[config.mk]
export PLATFORM = sky130hd
export DESIGN_NAME = tlb_op_ctrl
export DESIGN_NICKNAME = d
export VERILOG_FILES = /design/src/rtl/tlb_op_ctrl.sv
export SDC_FILE = /design/constraint.sdc
export NUM_CORES = 1
export LEC_CHECK = 0
export BUFFER_PORTS_ARGS = -buffer_cell sky130_fd_sc_hd__clkbuf_2
export CORE_AREA = 2 2 104 106
export DETAILED_ROUTE_END_ITERATION = 8
export DIE_AREA = 0 0 106 108
export GPL_TIMING_DRIVEN = 1
export PLACE_DENSITY_LB_ADDON = 0.15
export SYNTH_ARGS = -nofsm -noshare
export SYNTH_HDL_FRONTEND = slang
export SYNTH_SLANG_ARGS = --single-unit
[constraint.sdc]
create_clock -name clk -period 3.5 [get_ports clk]
set_input_delay 0.35 -clock clk [delete_from_list [all_inputs] [get_ports clk]]
set_output_delay 0.35 -clock clk [all_outputs]
set_load 0.02 [all_outputs]
[src/rtl/tlb_op_ctrl.sv]
// TLB maintenance op sequencer (TLBP/TLBR/TLBWI/TLBWR) between WB, CP0 and the TLB array.
// Define TLBWR_RANDOM_EN to make TLBWR write at a free-running random index instead of Index.
module tlb_op_ctrl #(
    parameter int TLBNUM = 16,
    parameter int IDXW   = 4
) (
    input  logic            clk,
    input  logic            resetn,
    input  logic            op_valid,
    input  logic [1:0]      op_type,
    output logic            op_ready,
    input  logic            ex_flush,
    input  logic            cp0_wr_busy,
    input  logic [31:0]     cp0_entryhi,
    input  logic [31:0]     cp0_entrylo0,
    input  logic [31:0]     cp0_entrylo1,
    input  logic [31:0]     cp0_index,
    output logic [18:0]     s1_vpn2,
    output logic [7:0]      s1_asid,
    input  logic            s1_found,
    input  logic [IDXW-1:0] s1_index,
    output logic [IDXW-1:0] r_index,
    output logic            we,
    output logic [IDXW-1:0] w_index,
    output logic [18:0]     w_vpn2,
    output logic [7:0]      w_asid,
    output logic            w_g,
    output logic [19:0]     w_pfn0,
    output logic [2:0]      w_c0,
    output logic            w_d0,
    output logic            w_v0,
    output logic [19:0]     w_pfn1,
    output logic [2:0]      w_c1,
    output logic            w_d1,
    output logic            w_v1,
    output logic            cp0_tlbp,
    output logic            cp0_tlbp_found,
    output logic [IDXW-1:0] cp0_index_out,
    output logic            cp0_tlbr,
    output logic            done,
    output logic            refetch
);
    typedef enum logic [1:0] {IDLE, CHECK, EXEC, COMMIT} state_t;

    localparam logic [1:0] OP_TLBP = 2'b00;
    localparam logic [1:0] OP_TLBR = 2'b01;
    localparam logic [1:0] OP_TLBWR = 2'b11;

    state_t          state, state_nx;
    logic [1:0]      op_q;
    logic [18:0]     vpn2_q;
    logic [7:0]      asid_q;
    logic [25:0]     lo0_q, lo1_q;
    logic [IDXW-1:0] idx_q, widx_q, widx_nx;
    logic            found_q;
    logic [IDXW-1:0] fidx_q;
    logic            accept, snap, commit;
    logic [1:0]      op_sel;

    logic unused_ok;
    assign unused_ok = ^{cp0_entryhi[12:8], cp0_entrylo0[31:26], cp0_entrylo1[31:26],
                         cp0_index[31:IDXW], 1'(TLBNUM == (1 << IDXW))};

    assign accept = (state == IDLE) && op_valid && !ex_flush;
    // The accept cycle doubles as the first CHECK cycle, so an unblocked op reaches EXEC next cycle.
    assign op_sel = (state == IDLE) ? op_type : op_q;

`ifdef TLBWR_RANDOM_EN
    logic [IDXW-1:0] rand_idx;

    // Wraps TLBNUM-1 -> 0 -> TLBNUM-1 for free since TLBNUM == 1<<IDXW.
    always_ff @(posedge clk or negedge resetn) begin
        if (!resetn) rand_idx <= IDXW'(TLBNUM - 1);
        else         rand_idx <= rand_idx - 1'b1;
    end

    assign widx_nx = (op_sel == OP_TLBWR) ? rand_idx : cp0_index[IDXW-1:0];
`else
    logic unused_op;
    assign unused_op = ^op_sel;
    assign widx_nx   = cp0_index[IDXW-1:0];
`endif

    always_comb begin
        state_nx = state;
        snap     = 1'b0;
        case (state)
            IDLE: begin
                if (accept) begin
                    if (cp0_wr_busy) state_nx = CHECK;
                    else begin
                        snap     = 1'b1;
                        state_nx = EXEC;
                    end
                end
            end
            CHECK: begin
                if (ex_flush) state_nx = IDLE;
                else if (!cp0_wr_busy) begin
                    snap     = 1'b1;
                    state_nx = EXEC;
                end
            end
            EXEC:    state_nx = ex_flush ? IDLE : COMMIT;
            COMMIT:  state_nx = IDLE;
            default: state_nx = IDLE;
        endcase
    end

    always_ff @(posedge clk or negedge resetn) begin
        if (!resetn) begin
            state   <= IDLE;
            op_q    <= 2'b00;
            vpn2_q  <= '0;
            asid_q  <= '0;
            lo0_q   <= '0;
            lo1_q   <= '0;
            idx_q   <= '0;
            widx_q  <= '0;
            found_q <= 1'b0;
            fidx_q  <= '0;
        end else begin
            state <= state_nx;
            if (accept) op_q <= op_type;
            if (snap) begin
                vpn2_q <= cp0_entryhi[31:13];
                asid_q <= cp0_entryhi[7:0];
                lo0_q  <= cp0_entrylo0[25:0];
                lo1_q  <= cp0_entrylo1[25:0];
                idx_q  <= cp0_index[IDXW-1:0];
                widx_q <= widx_nx;
            end
            if (state == EXEC) begin
                found_q <= s1_found;
                fidx_q  <= s1_index;
            end
        end
    end

    assign commit   = (state == COMMIT);
    assign op_ready = (state == IDLE);

    assign s1_vpn2 = vpn2_q;
    assign s1_asid = asid_q;
    assign r_index = idx_q;

    assign w_index = widx_q;
    assign w_vpn2  = vpn2_q;
    assign w_asid  = asid_q;
    assign w_g     = lo0_q[0] & lo1_q[0];
    assign w_pfn0  = lo0_q[25:6];
    assign w_c0    = lo0_q[5:3];
    assign w_d0    = lo0_q[2];
    assign w_v0    = lo0_q[1];
    assign w_pfn1  = lo1_q[25:6];
    assign w_c1    = lo1_q[5:3];
    assign w_d1    = lo1_q[2];
    assign w_v1    = lo1_q[1];

    assign we             = commit && op_q[1];
    assign cp0_tlbp       = commit && (op_q == OP_TLBP);
    assign cp0_tlbp_found = cp0_tlbp && found_q;
    assign cp0_index_out  = fidx_q;
    assign cp0_tlbr       = commit && (op_q == OP_TLBR);
    assign done           = commit;
    assign refetch        = commit && (op_q != OP_TLBP);
endmodule

==> flow_metrics.tcl <==
set metrics [dict create \
    status "completed" \
    ios 264 \
    swShare_pct 35.9 \
    p_switching_mw 1.23 \
    cts_setup_buffers 0 \
    rsz0062_at_grt "false" \
    overflow 0 \
    synth_top_family_by_area "multiplexers" \
    final-seq-area_um2 2300 \
    clk_pin_slew_worst_paths_ps 80 \
    pwr-share-seq_pct 43.8 \
    wl_mm 8.22 \
    dieHeight_um 108 \
    cts_hold_buf 0 \
    synth_nets 427 \
    path_class "reg2reg" \
    netlist_area_um2 4430 \
    drv_slew 0 \
    drc 0 \
    die-area_um2 11400 \
    ys_warn_count 0 \
    power.leakage_nw 2.73 \
    maxCapViolCount 0 \
    cp_data_arrival_time_ps 2240 \
    hpwl_mm 5.94 \
    synthSimpleGateAreaFrac_pct 2.31 \
    layout_common_cells "217 x clkbuf_2, 92 x dfrtp_1, 70 x mux2_4, 20 x mux2_2, 10 x clkbuf_8" \
    finalSetupViolations 0 \
    grt_max_degree 76 \
    combPwrFrac_pct 38.2 \
    worst_setup_path_start_kind "flip-flop" \
    clock_sinks 92 \
    ir_drop_mv 0.277 \
    detail-route-antenna-nets 0 \
    yosysUniqueCellTypes 20 \
    cts_tree "yes" \
    cp_max_fo 43 \
    crit_path_end_kind "flip-flop" \
    first_global_vias 2622 \
    timing.final.crit_share_pct 57.3 \
    cts.path.max_buffers 2 \
    ys_seq_area_share_pct 51.9 \
    first_pass_iters 4 \
    finalHoldViolations 0 \
    synth_mux_area_share_pct 28.8 \
    core_um2 10200 \
    worst_pin_slew_ps 943 \
    area_growth_pct 16.3 \
    routedWlPerCell_um 14.3 \
    drive_gt1_share_pct 74.3 \
    drtIter0Drc 87 \
    fin_setup_tns_ps 0 \
    ys_ff_latch 92 \
    num_rows 37 \
    power.internal_mw 2.20 \
    powerDensity_nw_per_um2 664 \
    final_common_cell "clkbuf_2" \
    portBuffers 218 \
    yosys.area_share.adder_pct 0 \
    root_buffer "clkbuf_8" \
    fin_skew_ps 6.59 \
    synth-compound-area-share_pct 0.339 \
    fmax_ghz 0.499 \
    antenna_found_initial 0 \
    multi_input_area_um2 1390 \
    synth_xor_area_share_pct 0 \
    fin_nets 574 \
    grt_pass1_wl_mm 12.9 \
    grt_use_total_pct 14.5 \
    cts_resized 0 \
    synthCells 287 \
    cts_buffers 9 \
    hold_ws_ps 143 \
    antenna_cells 0 \
    min_period_ps 2000 \
    h-tree-depth 3 \
    clockPowerShare_pct 18.0 \
    fillers 953 \
    avgSynthCellArea_um2 15.5 \
    clock_latency_ps 340 \
    place.gp.congestion 0.692 \
    max_slew_margin_pct 37.2 \
    hold_class "in2async" \
    start_util_pct 43.3 \
    dr_total_vias 2544 \
    cp.required_ps 3740 \
    via_per_inst 4.42 \
    dieWidth_um 106 \
]
[synthesized netlist by cell type]
cell type,count,share of area [%]
dfrtp_1,92,52
buf_4,77,13
mux2_4,70,24
mux2_2,20,5.1
buf_12,7,3.2
nor2_1,5,0.42
and3_1,2,0.28
o21a_1,2,0.34
and2_1,1,0.14
buf_2,1,0.11
buf_6,1,0.25
inv_1,1,0.085
nand2_1,1,0.085
nand2b_1,1,0.14
nor2_2,1,0.14
nor2b_1,1,0.14
nor3_1,1,0.11
nor3b_1,1,0.17
nor4_4,1,0.48
nor4b_1,1,0.20
[cell families after synthesis]
kind of cell | Yosys count
DFF | 92
muxes | 90
buffers and inverters | 87
and+or+nand+nor | 16
AOI/OAI and AO/OA | 2
[path summary, 6_finish.rpt]
path	start	end	slack [ps]	depth (start not counted)
worst max-delay path	state[1]	s1_asid[1]	1500	3
worst min-delay path	resetn	lo0_q[9]	140	1
worst max register to register	state[1]	s1_asid[1]	1500	3
worst min register to register	cp0_index_out[0]	cp0_index_out[0]	510	1
max in group asynchronous	resetn	lo1_q[15]	2630	2
min in group clk	cp0_entrylo1[8]	lo1_q[8]	230	2
[sequential cells by signal (all words and copies together), names as in the netlist]
name	flops
lo0_q	26
lo1_q	26
s1_vpn2	19
s1_asid	8
cp0_index_out	4
w_index	4
op_q	2
state	2
found_q	1
[power by group through the flow]
stage	Combinational, mW	Clock (mW)	Sequential (mW)
floorplan	1.05	0	1.63
global placement	1.31	0	1.51
detailed placement	1.32	0	1.52
CTS	1.33	0.658	1.51
global route	1.38	0.703	1.54
finish	1.31	0.616	1.50
[worst max-delay path: stages (launching register included)]
cell and delay (ps):
dfrtp_1 490, nor4_4 330, buf_4 660, mux2_2 410
[layout make-up]
cell class	count	area share (%)
clock buffer	14	2.96
clock inverter	2	0.194
inverter	1	0.0728
multi-input combinational	108	27.0
sequential	92	44.6
tap	136	3.30
timing repair buffer	222	21.8
[metal layers]
layer | GRT usage (%) | up-vias | share of wire (%)
met3 | 4.34 | 11 | 8.9
met2 | 22.9 | 131 | 48
met1 | 18.1 | 1220 | 41
met5 | 0 | - | 0
met4 | 7.71 | 0 | 2.0
li1 | - | 1182 | -
[per-stage QoR]
step	cells	power (mW)	cell area, µm²	utilization (%)	setup WS (ps)
6_report	575	3.42	5160	50.4	1500
3_5_place_dp	559	2.84	4990	48.8	1470
3_3_place_gp	559	2.83	4990	48.8	1500
4_1_cts	575	3.49	5160	50.4	1450
5_1_grt	575	3.63	5160	50.4	1350
2_1_floorplan	287	2.68	4430	-	1950
No activity file was read; power rests on OpenSTA's default activity.
